`src/rtl/spi_readout_sequencer_pkg.sv`:
```
// Shared types and constants for the SPI readout sequencer slice.
package spi_readout_sequencer_pkg;

    // Sequencer FSM states
    typedef enum logic [2:0] {
        IDLE     = 3'd0,
        RST_ADDR = 3'd1,
        WAIT     = 3'd2,
        LOAD     = 3'd3,
        SHIFT    = 3'd4,
        NEXT     = 3'd5
    } seq_state_t;

    // Bits per serialised byte
    localparam int BYTE_BITS   = 8;
    // Settle cycles after an address strobe before out_byte is sampled
    localparam int WAIT_CYCLES = 2;

endpackage

```
`src/rtl/spi_readout_sequencer_input_sync.sv`:
```
// Multi-flop synchroniser for an asynchronous SPI pin, followed by a
// registered rise/fall detector producing single-cycle edge pulses.
// The chain resets to 0 so that a CS_N held low through reset never
// produces a spurious falling edge on reset release.
module spi_input_sync #(
    parameter int SYNC_STAGES = 2
) (
    input  logic clk,
    input  logic rst,
    input  logic din,
    output logic rise,
    output logic fall
);

    logic [SYNC_STAGES-1:0] sync_r;
    logic                   prev_r;
    logic                   rise_r;
    logic                   fall_r;

    // Synchronise the pin and register one-cycle edge pulses
    always_ff @(posedge clk) begin
        if (!rst) begin
            sync_r <= '0;
            prev_r <= 1'b0;
            rise_r <= 1'b0;
            fall_r <= 1'b0;
        end else begin
            sync_r <= {sync_r[SYNC_STAGES-2:0], din};
            prev_r <= sync_r[SYNC_STAGES-1];
            rise_r <= sync_r[SYNC_STAGES-1] & ~prev_r;
            fall_r <= ~sync_r[SYNC_STAGES-1] & prev_r;
        end
    end

    assign rise = rise_r;
    assign fall = fall_r;

endmodule

```
`src/rtl/spi_readout_sequencer.sv`:
```
// SPI mode-0 read-only slave that streams the latched sweep-timing byte
// memory to the host, and arbitrates snapshot latching so a snapshot never
// changes while chip select is asserted.
module spi_readout_sequencer
    import spi_readout_sequencer_pkg::*;
#(
    parameter int NUM_BYTES   = 8,
    parameter int SYNC_STAGES = 2
) (
    input  logic       clk,
    input  logic       rst,
    input  logic       sample_valid,
    input  logic       spi_sck,
    input  logic       spi_cs_n,
    output logic       spi_miso,
    output logic       spi_miso_oe,
    input  logic [7:0] mem_byte,
    output logic       mem_latch,
    output logic       mem_reset_addr,
    output logic       mem_incr,
    output logic       busy,
    output logic       frame_done,
    output logic       sample_dropped
);

    localparam int BYTE_CNT_W = (NUM_BYTES > 1) ? $clog2(NUM_BYTES) : 1;

    logic                  sck_fall_s;
    logic                  unused_sck_rise_s;
    logic                  cs_rise_s;
    logic                  cs_fall_s;

    seq_state_t            state_r;
    logic [BYTE_BITS-1:0]  sr_r;
    logic [3:0]            bit_cnt_r;
    logic [BYTE_CNT_W-1:0] byte_cnt_r;
    logic [1:0]            wait_cnt_r;
    logic                  pending_r;
    logic                  miso_oe_r;
    logic                  busy_r;
    logic                  mem_latch_r;
    logic                  mem_reset_addr_r;
    logic                  mem_incr_r;
    logic                  frame_done_r;
    logic                  sample_dropped_r;

    spi_input_sync #(.SYNC_STAGES(SYNC_STAGES)) u_sck_sync (
        .clk  (clk),
        .rst  (rst),
        .din  (spi_sck),
        .rise (unused_sck_rise_s),
        .fall (sck_fall_s)
    );

    spi_input_sync #(.SYNC_STAGES(SYNC_STAGES)) u_cs_sync (
        .clk  (clk),
        .rst  (rst),
        .din  (spi_cs_n),
        .rise (cs_rise_s),
        .fall (cs_fall_s)
    );

    // Transaction FSM, snapshot arbitration and registered strobes
    always_ff @(posedge clk) begin
        if (!rst) begin
            state_r          <= IDLE;
            sr_r             <= '0;
            bit_cnt_r        <= 4'd0;
            byte_cnt_r       <= '0;
            wait_cnt_r       <= 2'd0;
            pending_r        <= 1'b0;
            miso_oe_r        <= 1'b0;
            busy_r           <= 1'b0;
            mem_latch_r      <= 1'b0;
            mem_reset_addr_r <= 1'b0;
            mem_incr_r       <= 1'b0;
            frame_done_r     <= 1'b0;
            sample_dropped_r <= 1'b0;
        end else begin
            // Strobes are single-cycle unless re-asserted below
            mem_latch_r      <= 1'b0;
            mem_reset_addr_r <= 1'b0;
            mem_incr_r       <= 1'b0;
            frame_done_r     <= 1'b0;
            sample_dropped_r <= 1'b0;

            case (state_r)
                IDLE: begin
                    miso_oe_r <= 1'b0;
                    if (cs_fall_s) begin
                        // Transaction wins; a coincident sample is deferred
                        state_r <= RST_ADDR;
                        busy_r  <= 1'b1;
                        if (sample_valid) begin
                            pending_r <= 1'b1;
                            if (pending_r) begin
                                sample_dropped_r <= 1'b1;
                            end
                        end
                    end else if (sample_valid || pending_r) begin
                        mem_latch_r <= 1'b1;
                        pending_r   <= 1'b0;
                    end
                end

                default: begin
                    // Snapshot requests during a transaction are held back
                    if (sample_valid) begin
                        pending_r <= 1'b1;
                        if (pending_r) begin
                            sample_dropped_r <= 1'b1;
                        end
                    end

                    if (cs_rise_s) begin
                        // Host released CS: discard any partial byte
                        state_r   <= IDLE;
                        busy_r    <= 1'b0;
                        miso_oe_r <= 1'b0;
                        sr_r      <= '0;
                        bit_cnt_r <= 4'd0;
                    end else begin
                        case (state_r)
                            RST_ADDR: begin
                                mem_reset_addr_r <= 1'b1;
                                byte_cnt_r       <= '0;
                                wait_cnt_r       <= 2'd0;
                                state_r          <= WAIT;
                            end
                            WAIT: begin
                                if (wait_cnt_r == 2'(WAIT_CYCLES - 1)) begin
                                    state_r <= LOAD;
                                end else begin
                                    wait_cnt_r <= wait_cnt_r + 2'd1;
                                end
                            end
                            LOAD: begin
                                sr_r      <= mem_byte;
                                bit_cnt_r <= 4'd0;
                                miso_oe_r <= 1'b1;
                                state_r   <= SHIFT;
                            end
                            SHIFT: begin
                                if (sck_fall_s) begin
                                    sr_r      <= {sr_r[BYTE_BITS-2:0], 1'b0};
                                    bit_cnt_r <= bit_cnt_r + 4'd1;
                                    if (bit_cnt_r == 4'(BYTE_BITS - 1)) begin
                                        state_r <= NEXT;
                                    end
                                end
                            end
                            NEXT: begin
                                mem_incr_r <= 1'b1;
                                wait_cnt_r <= 2'd0;
                                if (byte_cnt_r == BYTE_CNT_W'(NUM_BYTES - 1)) begin
                                    frame_done_r <= 1'b1;
                                    byte_cnt_r   <= '0;
                                end else begin
                                    byte_cnt_r <= byte_cnt_r + 1'b1;
                                end
                                state_r <= WAIT;
                            end
                            default: begin
                                state_r   <= IDLE;
                                busy_r    <= 1'b0;
                                miso_oe_r <= 1'b0;
                            end
                        endcase
                    end
                end
            endcase
        end
    end

    assign spi_miso       = sr_r[BYTE_BITS-1];
    assign spi_miso_oe    = miso_oe_r;
    assign busy           = busy_r;
    assign mem_latch      = mem_latch_r;
    assign mem_reset_addr = mem_reset_addr_r;
    assign mem_incr       = mem_incr_r;
    assign frame_done     = frame_done_r;
    assign sample_dropped = sample_dropped_r;

endmodule

```
`config.mk`:
```
export PLATFORM = sky130hd
export DESIGN_NAME = spi_readout_sequencer
export DESIGN_NICKNAME = d
export VERILOG_FILES = /design/src/rtl/spi_readout_sequencer_pkg.sv /design/src/rtl/spi_readout_sequencer_input_sync.sv /design/src/rtl/spi_readout_sequencer.sv
export SDC_FILE = /design/constraint.sdc
export NUM_CORES = 1
export LEC_CHECK = 0
export CORE_AREA = 8 8 65 67
export CTS_BUF_LIST = sky130_fd_sc_hd__clkbuf_4
export DETAILED_ROUTE_END_ITERATION = 8
export DIE_AREA = 0 0 73 75
export PLACE_DENSITY = 0.75
export SETUP_SLACK_MARGIN = 0.4
export SYNTH_ARGS = -nofsm -noshare
export SYNTH_HDL_FRONTEND = slang
export SYNTH_SLANG_ARGS = --single-unit
export TNS_END_PERCENT = 50
```
`constraint.sdc`:
```
create_clock -name clk -period 1.45 [get_ports clk]
set_input_delay 0.145 -clock clk [delete_from_list [all_inputs] [get_ports clk]]
set_output_delay 0.145 -clock clk [all_outputs]
set_load 0.03 [all_outputs]
```
==> results.md <==
- Syn_area_per_cell: 9.66 µm²
- Synth Flop Type: dfxtp_1
- Crit path cell chain: and4bb_1 > nor4bb_2 > buf_4 > or4b_1 > a21boi_2
- Area contributors post-synth: dfxtp_1 48%, mux2i_1 5.1%, and2_1 4.0%
- Max_cap viols: 0
- Sw Ratio: 0.237
- Via density: 5.18
- Core area: 3230 µm²
- Syn Nets: 178
- Kind of start point of the critical path: flip-flop
- Crit end category: flip-flop
- Type of the worst setup path: reg2reg
- Hold Path Depth: 2
- Final net count: 222
- Area occupied by multi-input gates: 925 µm²
- CTS H-Tree Depth: 2
- Outcome: finished with violations
- DRC: 0
- Post-Syn Area: 1560 µm²
- Drt wl/cell: 13.8 µm
- Failing checks: negative setup slack
- Design Power: 1.74 mW
- Largest net degree at the start of global routing: 15
- Final Non-Filler Cells: 252
- Yosys reg bits: 37
- Final min period: 1580 ps
- PortBufs: 20
- Slew Viols, Final: 0
- CTS buffer count: 5
- Number of global-route vias before repair: 1320
- Synth warn: 0
- Die H: 75 µm
- Full die area: 5480 µm²
- Total grt overflow: 0
- N_diodes: 0
- PnR worst setup slack: -128 ps
- Num Clock Sinks: 37
- PwrDens: 785 nW/µm²
- Layout Utilization: 0.686
- Post-synthesis sequential area ratio: 0.476
- Crit path largest cell delay: 480 ps
- First-pass GRT wire length: 5730 µm
- Initial core utilization: 0.481
- Max Buffers Root-to-Sink: 2
- Layout cells sized above 1: 0.369
- Initial antenna violation count: 0
- Total GRT Usage: 0.133
- Max Freq: 634 MHz
- Post-synth ARST share: 0
- Vias: 1306
- Internal power: 1.33 mW
- Pre-antenna DRT Iters: 4
- Seq pwr share: 0.600
- Hold WC Path Type: in2reg
- Placer congestion estimate: 0.798
- Largest area contributor in the netlist: dfxtp_1
- Gate power share: 0.096
- CP Max Fanout: 6
- Post-synth cell types: 37
- Fin. Hold Viols: 0
- Crit path required time: 1730 ps
- Setup violators final: 13
- Number of synthesized flops with an enable pin: 0
- Area grow syn2layout: 42.5%
- Placed Cells: 238
- Starting DRT DRC Count: 99
- RSZ-0062 raised after global routing: yes
- Filler cell count: 259
- Clock share of power: 0.304
- VDD IR max: 0.543 mV
- WL final: 3480 µm
- Clock Latency Late Sink: 340 ps
- Max-slew headroom: 0.796
- Static leakage: 0.877 nW
- Net Switching: 0.412 mW
- HPWL Detailed: 2380 µm
- Yosys top cell area share: 0.476
- Sequential cell area: 752 µm²
- CTS tree: done
- Hold Slack: 384 ps
- Period utilization: 1.09
- R2R Setup Slk: -130 ps
- Slowest-stage cell, CP: or4b_1
- Worst Max-Slew Pin Slew: 305 ps
- # rows: 21
- Final ANT Viol Nets: 0
- Clk slew on worst S/H paths: 110 ps
- Setup Skew: 9.33 ps
- Root Driver: clkbuf_4
- R2R depth: 5
- Worst endpoint data arrival time: 1850 ps
- Hold-fix buffers, CTS: 0
- Synthesized instance count: 161
- Number of I/O pins: 21
- DIE WIDTH: 73 µm
[synth_stat cells (all sizes together) (3+ instances only)]
cell type	instances
nand2	8
dfxtp	37
ha	4
a21oi	5
a21boi	7
clkbuf	5
nand2b	3
nor2b	5
inv	3
nor2	14
nand4b	3
mux2i	8
and2	10
buf	6
o2bb2ai	7
o21ai	8
[worst paths after layout]
| kind | start | end |
|---|---|---|
| setup reg to reg | state_r[1] | sr_r[0] |
| setup / recovery | state_r[1] | sr_r[0] |
| hold / removal | spi_sck | u_sck_sync.sync_r[0] |
| hold reg to reg | u_cs_sync.prev_r | u_cs_sync.rise |
[what timing repair did]
action                                  CTS  global route
endpoints found under the setup margin   35            31
setup buffers                             5             1
endpoints found under the hold margin     0             0
pin swaps                                13            12
resized for setup                        76            26
[cells in the final DEF (no fill, tap or decap), types with 7 or more instances in the layout]
| cell type | netlist | routed |
|---|---|---|
| and2_1 | 10 | 8 |
| dfxtp_1 | 37 | 30 |
| buf_4 | 0 | 22 |
| mux2i_1 | 8 | 8 |
| nand2_1 | 8 | 7 |
| clkdlybuf4s50_1 | 0 | 12 |
| clkbuf_4 | 0 | 7 |
| nor2_1 | 14 | 12 |
[registers in the layout (all words and copies together) (netlist names), 2 cells and up]
name	flops
u_sck_sync.sync_r	2
byte_cnt_r	3
bit_cnt_r	4
sr_r	8
state_r	3
u_cs_sync.sync_r	2
wait_cnt_r	2
[power groups by stage]
stage	sequential [mW]	clock, mW	combinational (mW)
6_report	1.04	0.529	0.168
5_1_grt	1.05	0.570	0.182
4_1_cts	1.04	0.537	0.164
3_5_place_dp	1.07	0	0.149
3_3_place_gp	1.07	0	0.143
2_1_floorplan	1.08	0	0.0634
[routing by layer]
layer | track usage | part of all wire
met5 | 0 | 0
met4 | 0.0467 | 0.013
met3 | 0.0559 | 0.065
met2 | 0.231 | 0.50
met1 | 0.141 | 0.42
[kinds of logic (layout without fill, tap and decap cells)]
kind of cell,Yosys count,in the layout,share of synthesized area
flip-flops,37,37,0.476
buffers and inverters,14,59,0.0426
AND/OR/NAND/NOR,64,64,0.247
AO/OA/AOI/OAI,33,33,0.144
adder cells (fa/ha/maj),5,5,0.0386
multiplexers,8,8,0.0515
[worst max-delay path: cells and delay by family, from the launching register on]
kind	cells	cell delay, ps
AOI/OAI and AO/OA	1	120
buffers and inverters	1	150
DFF	1	380
and+or+nand+nor	3	850
[metrics by stage]
step / setup TNS [ps] / worst slack [ps] / cell area, µm²
3_3_place_gp: -921 / -103 / 1930
5_1_grt: -1720 / -172 / 2220
2_1_floorplan: -57.4 / -27.9 / 1580
3_5_place_dp: -1500 / -166 / 1930
6_report: -845 / -128 / 2220
4_1_cts: -505 / -115 / 2130
[cell type report]
| type | instances | share of cell area |
|---|---|---|
| flip-flops and latches | 37 | 0.339 |
| clock inverters | 2 | 0.00452 |
| inverters | 3 | 0.00508 |
| repair buffers | 48 | 0.187 |
| multi-input cells | 110 | 0.417 |
| well taps | 46 | 0.0260 |
| clock buffers | 6 | 0.0203 |
No activity file was read; power rests on OpenSTA's default activity.
==> patch 1 (same settings) <==
Change the parameter `NUM_BYTES` from 8 to 16.
--- a/src/rtl/spi_readout_sequencer.sv
+++ b/src/rtl/spi_readout_sequencer.sv
@@ -6,3 +6,3 @@
 #(
-    parameter int NUM_BYTES   = 8,
+    parameter int NUM_BYTES   = 16,
     parameter int SYNC_STAGES = 2
Check against the original RTL: no difference found for any inputs over 10 cycles, from zero or initial values and one cycle with rst low; that may be too few to reach the edited logic, so the function may still have changed.
==> patch 1 against the original RTL <==
- the flow still finishes with violations (setup timing)
- hold slack worse by 30 ps
- non-clock buffer count decreased by 6
- first-iteration DRC count shrank 5.1%
- core utilization rose by 2.5 points
- wire length grew 11%
- design area up 3.7%
- sequential cell count is 1 higher
- global-route usage grew 0.35 points
- synthesized area grew 7.5%
- setup slack improved by 98 ps
- critical path type unchanged
- critical endpoint is now bit_cnt_r[3]
Power is not compared: it rests on default switching activity, and its combinational part moved more than twofold at a synthesized area within 25%.
==> patch 1: results (changes against the original RTL) <==
[routing]
dr_wl_met2_um = 2040  ; +16%
dr.pass1.iters = 4  ; unchanged
first_iter_violations = 94  ; -5.1%
wl_met3_um = 210  ; -6.7%
met1_length_um = 1580  ; +7.8%
vias = 1391  ; +6.5%
drt_wl_total_um = 3850  ; +11%

[final_layout]
fillers = 242  ; -6.6%
final_nets = 228  ; +2.7%
fin_cells = 259  ; +2.8%
drive_gt1_frac = 0.352  ; -0.0168
num_antenna_cells = 0  ; unchanged
reg_top3 = sr_r: 8 flops, bit_cnt_r: 4 flops, byte_cnt_r: 4 flops

[critical_path]
crit_family = flip-flops
cpMaxStageDelayCell = dfxtp_4
cp_max_fo = 6  ; unchanged
crit_path_max_incr_delay_ps = 400  ; -80 ps
worst_ep_arrival_time_ps = 1740  ; -110 ps

[logic_synthesis]
synth.most_common_cell = dfxtp_1
yosysSeqAreaShare = 0.455  ; -0.0212
synth_flop_cell = dfxtp_1
ys_warn_count = 0  ; unchanged
syn_area_per_cell_sq_um = 9.72  ; +0.61%
synth_cell_types = 42  ; +14%
async_reset_ff_frac = 0  ; unchanged
postSynthNetCount = 188  ; +5.6%
yosys-top-cells-area = dfxtp_1 46%, o2bb2ai_2 6.3%, mux2i_1 5.4%, a21oi_1 3.6%, nor2_1 3.1%
synthTopCellsByCount = 38 x dfxtp_1, 14 x nor2_1, 12 x a21oi_1

[pwr]
p_int_mw = 1.82
pg_seq_mw = 1.11
comb_power_share = 0.171

[timing]
fin_ws_ps = -30.2  ; +97.6 ps
finClkSkew_ps = 16.9  ; +7.61 ps
setup_viol = 2  ; -11
worstMarginPinSlew_ps = 341  ; +35.3 ps
setup-tns-final_ps = -39.8  ; +805 ps

[run_status]
status = finished, violations left
failed_checks = setup timing

[place]
port_buffers = 20  ; unchanged
dp_cells = 245  ; +2.9%
dpl.hpwl_um = 2530  ; +6.3%
place_ws_ps = -71.2  ; +94.4 ps
globalplace.congestion = 0.781  ; -2.2%
placedInstanceArea_sq_mm = 0.00203  ; +5.0%

[cts]
cts_resized = 45  ; -41%
root_buffer = clkbuf_4
cts_setup_buffers = 1  ; -4
h-tree-depth = 2  ; unchanged

[hold_path]
hold_class = in2reg

[global_route]
grt_usage = 0.136  ; +0.00350
globalRouteMet3Util = 0.0506  ; -0.00533
antenna_found_initial = 0  ; unchanged
grt_pass1_wl_um = 5820  ; +1.6%
grt_use_met2 = 0.234  ; +0.00298
grtUsageMet1 = 0.143  ; +0.00279
grt_max_degree = 14  ; -1

patch 1: path summary, 6_finish.rpt:
check,startpoint,endpoint,slack [ps],depth (start not counted)
max reg2reg,state_r[2],bit_cnt_r[3],-30,5
max,state_r[2],bit_cnt_r[3],-30,5
min,spi_sck,u_sck_sync.sync_r[0],350,2
min reg2reg,u_cs_sync.prev_r,u_cs_sync.rise,420,1
patch 1: kinds of logic after synthesis:
family,share of synthesized area
adder cells (fa/ha/maj),0.0284
multiplexers,0.0539
AND/OR/NAND/NOR,0.215
AO/OA/AOI/OAI,0.198
buffers and inverters,0.0501
flip-flops,0.455
patch 1: layout make-up:
type                    instances  area, sq um  area share
flip-flops and latches         38          781       0.340
clock buffers                   5         37.5      0.0163
clock inverters                 3         63.8      0.0278
repair buffers                 42          379       0.165
inverters                       7         26.3      0.0114
well taps                      46         57.6      0.0251
multi-input cells             118          952       0.414
==> patch 2 (same flow settings) <==
Made on the original files. Register the input `spi_cs_n` before use. The logic sees it one clock later. The other inputs are not delayed to match.
--- a/src/rtl/spi_readout_sequencer.sv
+++ b/src/rtl/spi_readout_sequencer.sv
@@ -26,2 +26,8 @@
     localparam int BYTE_CNT_W = (NUM_BYTES > 1) ? $clog2(NUM_BYTES) : 1;
+
+    logic spi_cs_n_q;
+
+    always_ff @(posedge clk) begin
+        spi_cs_n_q <= spi_cs_n;
+    end
 
@@ -57,3 +63,3 @@
         .rst  (rst),
-        .din  (spi_cs_n),
+        .din  (spi_cs_n_q),
         .rise (cs_rise_s),
Behaviour: not the same (Yosys sat finds a counterexample within 10 cycles, from zero or initial values and one cycle with rst low).
==> patch 2 against the original RTL <==
- the run still ends with setup timing left
- critical path depth stayed put
- non-clock buffer count is 2 lower
- setup slack worse by 45 ps
- first-iteration DRC count is 57% lower
- synthesized area is 1.6% higher
- wire length is 9.0% higher
- sequential cell count is 1 higher
- sequential share of layout area is 1.3 points lower
- clock skew is 3.3 ps higher
- clock power is 39% higher
- design area is 7.6% higher
- hold slack worse by 210 ps
- power is 15% higher
- critical endpoint unchanged
==> patch 2: results (changes against the original RTL) <==
[cts]
numCtsBuffers = 5  ; unchanged
h-tree-depth = 2  ; unchanged
path_clk_slew_ps = 120
clk-insertion-delay-late_ps = 350
cts_buffer_depth = 2  ; unchanged
root_buffer = clkbuf_4

[timing]
fin_ws_ps = -173  ; -45.3 ps
finClkSkew_ps = 12.7  ; +3.33 ps
worstMarginPinSlew_ps = 489  ; +183 ps
setup-tns-final_ps = -1840  ; -992 ps
setup_viol = 13  ; unchanged
slew_viol_final = 0  ; unchanged

[place]
globalplace.congestion = 0.869  ; +8.9%
dp_cells = 239  ; +0.42%
port_buffers = 20  ; unchanged
placedInstanceArea_sq_mm = 0.00197  ; +1.7%
place_ws_ps = -127  ; +38.6 ps
dpl.hpwl_um = 2330  ; -2.1%

[global_route]
grt_overflow = 0  ; unchanged
grt_pass1_vias = 1321  ; +0.076%
grt_usage = 0.135  ; +0.00245
antenna_found_initial = 0  ; unchanged
grt_pass1_wl_um = 5780  ; +0.96%
grt_max_degree = 15  ; unchanged

[final_layout]
fin_cells = 253  ; +0.40%
reg_top3 = sr_r: 8 flops, bit_cnt_r: 4 flops
drive_gt1_frac = 0.459  ; +0.0900
num_antenna_cells = 0  ; unchanged
final_nets = 223  ; +0.45%

[routing]
dr.pass1.iters = 4  ; unchanged
vias = 1356  ; +3.8%
wl_per_cell_um = 15.0  ; +8.6%
first_iter_violations = 43  ; -57%

[logic_synthesis]
synthXorXnorAreaFrac = 0  ; unchanged
syn_area_per_cell_sq_um = 9.82  ; +1.6%
postSynthNetCount = 178  ; unchanged
synthTopCellsByCount = 38 x dfxtp_1, 13 x nor2_1, 12 x a21oi_1
yosysSeqAreaShare = 0.481  ; +0.00513
ys_warn_count = 0  ; unchanged
synth_fa_ha_area_frac = 0.0380  ; -0.000612
synth_cell_types = 42  ; +14%
yosys-top-cells-area = dfxtp_1 48%, mux2i_1 5.7%, o2bb2ai_1 3.9%, a21oi_1 3.8%, and2_1 3.6%
synth_compound_area_frac = 0.147  ; +0.00326
yosys-mux-area-fraction = 0.0570  ; +0.00552
async_reset_ff_frac = 0  ; unchanged

[pwr]
ir_worst_vdd_mv = 0.891  ; +64%
static-leakage-power_nw = 0.944  ; +7.7%

[hold_path]
hold_class = in2reg

[run_status]
failed_checks = setup timing
status = finished, violations left

[critical_path]
cp_max_fo = 7  ; +1
worst_ep_arrival_time_ps = 1860

## patch 2: routing by layer
layer,vias up,track usage,part of all wire
li1,662,-,-
met1,658,0.136,0.43
met2,30,0.237,0.50
met3,6,0.0586,0.058
met4,0,0.0622,0.014
met5,-,0,0
## patch 2: layout make-up
type,count,area [sq um]
Multi-Input combinational cell,111,1040
Clock inverter,2,37.5
Tap cell,46,57.6
Timing Repair Buffer,46,412
Inverter,4,15.0
Clock buffer,6,45.0
Sequential cell,38,778
Fill cell,226,847
## patch 2: repair_timing
action,CTS,global route
hold buffers,0,0
setup endpoints to repair,36,34
buffers inserted,0,6
pin swaps,16,25
gates resized for setup,86,37
## patch 2: path summary, 6_finish.rpt
path | startpoint | to | slack, ps | cells past startpoint
max reg2reg | state_r[2] | sr_r[0] | -170 | 5
min reg2reg | u_sck_sync.sync_r[1] | u_sck_sync.fall | 410 | 1
min | rst | u_sck_sync.fall | 180 | 3
max | state_r[2] | sr_r[0] | -170 | 5
## patch 2: logic make-up (layout without fill, tap and decap cells)
logic type,Yosys count,after routing
compound gates,36,36
fa+ha+maj,5,5
buf+inv,12,58
flops,38,38
mux,9,9
simple gates,61,61
## patch 2: power breakdown
| group | internal (mW) | total, mW | switching [mW] | leakage, nW |
|---|---|---|---|---|
| Combinational | 0.0978 | 0.187 | 0.0892 | 0.590 |
| Clock | 0.382 | 0.736 | 0.354 | 0.0419 |
| Sequential | 1.06 | 1.07 | 0.0132 | 0.313 |
## patch 2: critical path, stage by stage, from the launching register on
cell      delay (ps)
dfxtp_4          400
and3b_2          240
or4_4            570
buf_4            170
nand4b_1          80
a21oi_1           60
